## config.mk

```make
export PLATFORM = sky130hd
export DESIGN_NAME = lif_neuron
export DESIGN_NICKNAME = d
export VERILOG_FILES = /design/src/rtl/snn_pkg.sv /design/src/rtl/spike_edge_detect.sv /design/src/rtl/lif_neuron.sv
export SDC_FILE = /design/constraint.sdc
export NUM_CORES = 1
export LEC_CHECK = 0
export CAP_MARGIN = 20
export CELL_PAD_IN_SITES_DETAIL_PLACEMENT = 2
export CELL_PAD_IN_SITES_GLOBAL_PLACEMENT = 2
export CORE_ASPECT_RATIO = 0.7
export CORE_UTILIZATION = 35
export CTS_CLUSTER_SIZE = 25
export DETAILED_ROUTE_END_ITERATION = 10
export PLACE_DENSITY = 0.83
export SYNTH_ARGS = -nofsm -noshare
export SYNTH_HDL_FRONTEND = slang
export SYNTH_SLANG_ARGS = --single-unit
```

## constraint.sdc

```tcl
create_clock -name clk -period 6.24 [get_ports clk]
set_clock_uncertainty 0.05 [all_clocks]
set_input_delay 1.248 -clock clk [delete_from_list [all_inputs] [get_ports clk]]
set_output_delay 1.248 -clock clk [all_outputs]
set_load 0.02 [all_outputs]
```

## src/rtl/snn_pkg.sv

```systemverilog
// Shared definitions for the spiking-network blocks (LIF neuron and STDP weight update).
// Holds the datapath widths, the neuron state encoding and the saturating adder.
package snn_pkg;

  localparam int WEIGHT_W = 8;
  localparam int MEM_W    = 16;

  typedef enum logic [1:0] {
    INTEGRATE = 2'd0,
    FIRE      = 2'd1,
    REFRACT   = 2'd2
  } lif_state_t;

  // Unsigned add that clamps to all-ones instead of wrapping.
  function automatic logic [MEM_W-1:0] sat_add(input logic [MEM_W-1:0] a,
                                               input logic [MEM_W-1:0] b);
    logic [MEM_W:0] sum;
    sum = {1'b0, a} + {1'b0, b};
    return sum[MEM_W] ? {MEM_W{1'b1}} : sum[MEM_W-1:0];
  endfunction

endpackage

```

## src/rtl/spike_edge_detect.sv

```systemverilog
// One-register rising-edge detector for spike levels.
// The delayed copy of the level updates on every non-reset cycle.
module spike_edge_detect (
  input  logic clk,
  input  logic reset,
  input  logic level,
  output logic evt
);

  logic level_q;

  // NOTE: sequential state uses non-blocking assignments so every register samples pre-edge values.
  always_ff @(posedge clk) begin
    if (reset) level_q <= 1'b0;
    else       level_q <= level;
  end

  assign evt = level & ~level_q;

endmodule

```

## src/rtl/lif_neuron.sv

```systemverilog
// Leaky integrate-and-fire neuron: integrates weights on presynaptic events, leaks every cycle,
// fires a registered one-cycle post_spike on threshold and then sits out a refractory period.
module lif_neuron
  import snn_pkg::*;
#(
  parameter logic [MEM_W-1:0] THRESHOLD         = 16'h0200,
  parameter int               LEAK_SHIFT        = 4,
  parameter int               REFRACTORY_CYCLES = 4,
  parameter logic [MEM_W-1:0] V_RESET           = 16'h0000
) (
  input  logic                clk,
  input  logic                reset,
  input  logic                pre_spike,
  input  logic [WEIGHT_W-1:0] weight,
  output logic                post_spike,
  output logic [MEM_W-1:0]    membrane,
  output logic                refractory,
  output logic [7:0]          spike_count
);

  lif_state_t          state, state_next;
  logic [7:0]          refr_cnt, refr_cnt_next;
  logic [MEM_W-1:0]    membrane_next;
  logic                post_spike_next;
  logic [7:0]          spike_count_next;
  logic [MEM_W-1:0]    v_leaked;
  logic [MEM_W-1:0]    v_input;
  logic [MEM_W-1:0]    v_next;
  logic                evt;

  spike_edge_detect u_edge (
    .clk   (clk),
    .reset (reset),
    .level (pre_spike),
    .evt   (evt)
  );

  // Leak never underflows since v >> LEAK_SHIFT <= v; only the add can overflow.
  assign v_leaked = membrane - (membrane >> LEAK_SHIFT);
  assign v_input  = evt ? {{(MEM_W-WEIGHT_W){1'b0}}, weight} : '0;
  assign v_next   = sat_add(v_leaked, v_input);

  always_comb begin
    // NOTE: every combinational output gets a default first so no path can infer a latch.
    state_next       = state;
    refr_cnt_next    = refr_cnt;
    membrane_next    = membrane;
    post_spike_next  = 1'b0;
    spike_count_next = spike_count;

    unique case (state)
      INTEGRATE: begin
        if (v_next >= THRESHOLD) begin
          membrane_next    = V_RESET;
          post_spike_next  = 1'b1;
          spike_count_next = (spike_count != 8'hFF) ? spike_count + 8'd1 : spike_count;
          state_next       = FIRE;
        end else begin
          membrane_next = v_next;
        end
      end
      FIRE: begin
        membrane_next = V_RESET;
        if (REFRACTORY_CYCLES == 0) begin
          state_next = INTEGRATE;
        end else begin
          refr_cnt_next = 8'(REFRACTORY_CYCLES - 1);
          state_next    = REFRACT;
        end
      end
      REFRACT: begin
        membrane_next = V_RESET;
        if (refr_cnt == 8'd0) state_next = INTEGRATE;
        else                  refr_cnt_next = refr_cnt - 8'd1;
      end
      default: state_next = INTEGRATE;
    endcase
  end

  always_ff @(posedge clk) begin
    if (reset) begin
      state       <= INTEGRATE;
      refr_cnt    <= 8'd0;
      membrane    <= '0;
      post_spike  <= 1'b0;
      refractory  <= 1'b0;
      spike_count <= 8'd0;
    end else begin
      state       <= state_next;
      refr_cnt    <= refr_cnt_next;
      membrane    <= membrane_next;
      post_spike  <= post_spike_next;
      refractory  <= (state_next != INTEGRATE);
      spike_count <= spike_count_next;
    end
  end

endmodule
```

==> impl_metrics.json, run 1 <==
{
  "worst_pin_slew_ns": 0.7394,
  "cts.path.max_buffers": 2,
  "required_ns": 6.39,
  "antenna_found_initial": 0,
  "finish.net_count": 430,
  "setup_tns_ns": 0,
  "synth_common_cells": "37 x dfxtp_1, 36 x nor2_1, 27 x ha_1",
  "antenna-diode-count": 0,
  "drc": 0,
  "start_kind": "input port",
  "syn_area_per_cell_sq_um": 7.994,
  "start_util": 0.3605,
  "drive_gt1_frac": 0.05371,
  "chipWidth_microns": 109.6,
  "timing.final.crit_period_ns": 5.509,
  "status": "complete, no violations",
  "r2r.worst_path.cells": 19,
  "grt_pass1_wl_microns": 15310,
  "syn-instance-count": 355,
  "post_cts_buffers": 0,
  "drt_iter0_markers": 101,
  "vias": 2676,
  "place_congestion": 0.7715,
  "setup_viol": 0,
  "worstHoldStart": "membrane[15]",
  "ys_types": 55,
  "yosysWarnings": 0,
  "timing.rr.start": "membrane[5]",
  "synth_top_cells_by_area": "dfxtp_1 26%, ha_1 12%, xnor2_1 4.9%",
  "yosys.cell_count.top_type": "dfxtp_1",
  "clk_latency_ns": 0.29,
  "finalHoldViolCount": 0,
  "hp-class": "reg -> reg",
  "ys_ff_latch": 37,
  "slowest_stage": "and4bb_1",
  "cp_max_fo": 11,
  "final_cell_area_sq_um": 3445,
  "syn-cell-area_sq_um": 2838,
  "routed_wl_microns": 9219,
  "final_util": 0.4376,
  "critical_path_buf_inv_count": 1,
  "syn-num-nets": 395,
  "ys_seq_area_frac": 0.2610,
  "whs_path_depth": 1,
  "grt_max_degree": 31,
  "synth_top_cell_by_area": "dfxtp_1",
  "area_growth_pct": 21.38,
  "r2r_slack_ns": 1.32,
  "min_to": "membrane[15]",
  "ioPinCount": 37,
  "post_drt_wl_per_cell_microns": 18.74,
  "via_per_inst": 5.439,
  "path_clk_slew_ns": 0.07,
  "drv_slew": 0,
  "min_period_over_period": 0.8828,
  "r2r-end": "membrane[7]",
  "regArea_sq_um": 740.7,
  "multi_input_area_sq_um": 1944,
  "synth_ff_type": "dfxtp_1",
  "grt_usage": 0.2371,
  "postCtsHoldBufs": 0,
  "cts_max_level": 2,
  "rsz0062_at_grt": "no",
  "fmax_mhz": 181.5,
  "slew_headroom": 0.5041,
  "slowest_delay_ns": 0.59,
  "fill_cells": 899,
  "crit_type": "in -> reg",
  "crit_chain": "clkdlybuf4s50_1 > nor2b_1 > and2_1 > ha_1 > fa_1 > a21o_1 > a21oi_1 > o21bai_1 > a41oi_1 > nor4_2 > nand4_1 > nor3_1 > o21ai_1 > and4bb_1 > nand2_1 > o21ai_0",
  "root_buffer": "clkbuf_16",
  "grt_pass1_vias": 2958,
  "dr.pass1.iters": 4,
  "dp_hpwl_microns": 7007,
  "max-cap-violations": 0,
  "std_cell_rows": 27,
  "ant_nets": 0,
  "synth_top_area_share": 0.2610,
  "coreArea_sq_um": 7871,
  "tritoncts": "built",
  "cts_made_buffers": 5,
  "dieArea_sq_um": 8477,
  "cts_sinks": 37,
  "grt_remaining_overflow": 0,
  "postCtsResizedCells": 0,
  "synthArstFlopShare": 0,
  "crit_family": "simple AND/OR/NAND/NOR gates",
  "postPlaceCellArea_sq_um": 3292,
  "arrival_ns": 5.66,
  "cp-end-kind": "flop",
  "portBuffers": 36,
  "synth_edf_count": 0,
  "die_h_microns": 77.34
}
## layout by cell type, fill, tap and decap left out, types with 16 or more instances in the layout
| master | count |
|---|---|
| a21oi_1 | 20 |
| clkdlybuf4s50_1 | 36 |
| dfxtp_1 | 37 |
| nor2_1 | 36 |
| xnor2_1 | 16 |
| inv_1 | 26 |
| o21ai_0 | 23 |
| ha_1 | 27 |
| nor3_1 | 16 |
| and2_1 | 16 |
| nand2_1 | 22 |
## metrics by stage
step	hold WS, ns	instances	setup slack (ns)
2_1_floorplan	0.4171	355	1.830
3_3_place_gp	0.4187	484	0.8871
3_5_place_dp	0.4381	484	0.4397
4_1_cts	0.4510	492	0.6650
5_1_grt	0.4726	492	0.3601
6_report	0.4433	492	0.7313
## flip-flops by register name, indices dropped and copies added, names as in the netlist
signal          cells
membrane           16
post_spike          1
refr_cnt            8
refractory          1
spike_count         8
state               2
u_edge.level_q      1
## area by class of cell
cell class,instances,share of cell area
inverters,26,0.02833
flip-flops and latches,37,0.2150
multi-input cells,281,0.5645
clock buffers,6,0.04032
clock inverters,2,0.003996
repair buffers,39,0.1112
well taps,101,0.03669
## per-layer routing
metal,GRT usage,share of wire,vias to the layer above
met5,0,0,-
met3,0.04286,0.025,6
met1,0.3181,0.50,1323
met4,0.04533,0.0077,0
li1,-,-,1312
met2,0.3969,0.47,35
## worst max path at each step
stage	slack [ns]	startpoint	end	cells past startpoint
after floorplan	1.83	pre_spike	spike_count[5]	16
after global placement	0.89	pre_spike	spike_count[0]	15
after detailed placement	0.44	pre_spike	membrane[7]	16
after CTS	0.67	pre_spike	membrane[7]	16
after global routing	0.36	pre_spike	membrane[7]	16
final	0.73	pre_spike	membrane[7]	16
## worst register-to-register path: stages (launching register included)
cell,delay (ns)
dfxtp_1,0.46
inv_1,0.07
ha_1,0.27
nor2b_1,0.15
o2111ai_1,0.34
nand2_1,0.21
a21o_1,0.21
a21oi_1,0.17
xnor2_1,0.13
ha_1,0.36
nand3_1,0.09
nand2_1,0.07
a41oi_1,0.08
nor4_2,0.33
nand4_1,0.20
nor3_1,0.29
o21ai_1,0.10
and4bb_1,0.59
nand2_1,0.36
o21ai_0,0.31
## kinds of logic (layout without fill, tap and decap cells)
kind of cell	count (synthesis)	in the layout	share of synthesized area
multiplexers	10	10	0.03792
flip-flops	37	37	0.2610
AO/OA/AOI/OAI	75	75	0.1684
XOR/XNOR	22	22	0.07055
adder cells (fa/ha/maj)	29	29	0.1332
AND/OR/NAND/NOR	145	145	0.2751
buffers and inverters	37	73	0.05379
Power of run 1 is left out: the tool's default activity adds up to more than one toggle a clock period on the data nets, which glitch-free logic cannot reach.
==> run 2, diff against run 1 <==
--- a/config.mk
+++ b/config.mk
@@ -16,3 +16,4 @@
 export SYNTH_ARGS = -nofsm -noshare
 export SYNTH_HDL_FRONTEND = slang
 export SYNTH_SLANG_ARGS = --single-unit
+export TNS_END_PERCENT = 1
==> results of run 2 <==
The final DEF is identical to that of run 1; final timing and power are the same.
Power of run 2 is left out for the same reason.
==> run 3, diff against run 2 <==
--- a/config.mk
+++ b/config.mk
@@ -9,10 +9,11 @@
 export CELL_PAD_IN_SITES_DETAIL_PLACEMENT = 2
 export CELL_PAD_IN_SITES_GLOBAL_PLACEMENT = 2
 export CORE_ASPECT_RATIO = 0.7
-export CORE_UTILIZATION = 35
+export CORE_UTILIZATION = 41
 export CTS_CLUSTER_SIZE = 25
 export DETAILED_ROUTE_END_ITERATION = 10
-export PLACE_DENSITY = 0.83
+export DONT_BUFFER_PORTS = 1
+export PLACE_DENSITY = 0.84
 export SYNTH_ARGS = -nofsm -noshare
 export SYNTH_HDL_FRONTEND = slang
 export SYNTH_SLANG_ARGS = --single-unit
==> impl_metrics.json, run 3 (synthesized netlist as in run 1, its figures left out) <==
{
  "cp-end-kind": "flop",
  "arrival_ns": 5.10,
  "std_cell_rows": 24,
  "cpMostUsedCell": "nand2_1",
  "grt_remaining_overflow": 0,
  "dieArea_sq_um": 7263,
  "setup_tns_ns": 0,
  "dp_hpwl_microns": 6588,
  "tritoncts": "built",
  "coreArea_sq_um": 6456,
  "status": "complete, no violations",
  "grt_max_degree": 31,
  "required_ns": 6.40,
  "drc": 0,
  "rsz0062_at_grt": "no",
  "slew_headroom": 0.5564,
  "start_kind": "flop",
  "setup_viol": 0,
  "fill_cells": 757,
  "hp-class": "reg -> reg",
  "antenna-diode-count": 0,
  "final_cells": 445,
  "grt_pass1_vias": 2735,
  "portBuffers": 0,
  "place_congestion": 0.7800,
  "largest_register_ff_count": 16,
  "postCtsHoldBufs": 0,
  "clk_latency_ns": 0.30,
  "finish.net_count": 393,
  "cts.path.max_buffers": 2,
  "path_clk_slew_ns": 0.08,
  "final_cell_mix": "37 x dfxtp_1, 36 x nor2_1, 27 x ha_1",
  "min_period_over_period": 0.7916,
  "max-cap-violations": 0,
  "via_per_inst": 5.811,
  "vias": 2586,
  "final_common_cell": "dfxtp_1",
  "timing.final.crit_period_ns": 4.940,
  "dpl.cell_count": 436,
  "worst_pin_slew_ns": 0.6613,
  "top_register": "membrane",
  "dr.pass1.iters": 4,
  "slowest_stage": "dfxtp_1",
  "chipWidth_microns": 101.4,
  "finalHoldViolCount": 0,
  "crit_type": "reg -> reg",
  "post_drt_wl_per_cell_microns": 19.53,
  "post_cts_buffers": 0,
  "cp_max_fo": 11,
  "cts_max_level": 2,
  "ant_nets": 0,
  "postCtsResizedCells": 0,
  "crit_chain": "inv_1 > ha_1 > nor2b_1 > o2111ai_1 > nand2_1 > a21o_1 > a21oi_1 > xnor2_1 > ha_1 > a21oi_1 > nand2_1 > a41oi_1 > nor4_2 > nand4_1 > and2_0 > o21ai_1 > and4bb_1 > nand2_1 > o21ai_0",
  "grt_usage": 0.2602,
  "drt_iter0_markers": 92,
  "routed_wl_microns": 8692,
  "holdWs_ns": 0.4766,
  "root_buffer": "clkbuf_8",
  "slowest_delay_ns": 0.60,
  "fmax_mhz": 202.4,
  "cts_made_buffers": 5,
  "largestRegisters": "membrane x16, refr_cnt x8, spike_count x8",
  "ioPinCount": 37,
  "area_growth_pct": 5.511,
  "drive_gt1_frac": 0.05367,
  "die_h_microns": 71.61,
  "cts_sinks": 37,
  "grt_pass1_wl_microns": 14310,
  "antenna_found_initial": 0,
  "start_util": 0.4395,
  "drv_slew": 0
}
[run 3: cell types whose count changed in the layout (fill, tap and decap cells not counted), sizes merged]
| cell | change |
|---|---|
| buf | -2 |
| clkbuf | +1 |
| clkdlybuf4s50 | -36 |
[run 3: final timing paths]
kind	from	to	slack [ns]	cells past startpoint
max reg2reg	membrane[5]	membrane[6]	1.30	19
min	refr_cnt[5]	refr_cnt[5]	0.48	2
min reg2reg	refr_cnt[5]	refr_cnt[5]	0.48	2
max	membrane[5]	membrane[6]	1.30	19
[run 3: area by class of cell]
| cell class | count | area (sq um) | area share |
|---|---|---|---|
| Inverter | 26 | 97.59 | 0.03260 |
| Timing Repair Buffer | 2 | 15.01 | 0.005015 |
| Multi-Input combinational cell | 281 | 1944 | 0.6494 |
| Tap cell | 91 | 113.9 | 0.03803 |
| Clock buffer | 6 | 72.57 | 0.02424 |
| Sequential cell | 37 | 740.7 | 0.2474 |
| Clock inverter | 2 | 10.01 | 0.003343 |
[run 3: metal layers]
| metal | share of wire | track usage |
|---|---|---|
| met5 | 0 | 0 |
| met4 | 0.012 | 0.06763 |
| met3 | 0.025 | 0.04000 |
| met2 | 0.46 | 0.4263 |
| met1 | 0.51 | 0.3585 |
[run 3: critical path: cells and delay by family (launching register included)]
kind	cells	cell delay (ns)
xor gates and xnor gates	1	0.23
buffers and inverters	1	0.09
adders and majority gates	2	0.62
DFF	1	0.60
AOI/OAI and AO/OA	7	1.53
and+or+nand+nor	8	1.72
[run 3: metrics by stage]
step,setup slack (ns),utilization,area (sq um)
floorplan,1.830,-,2838
global placement,1.460,0.4498,2904
detailed placement,1.143,0.4498,2904
CTS,1.259,0.4626,2987
global route,0.9447,0.4638,2994
finish,1.300,0.4638,2994
Power of run 3 is left out for the same reason.
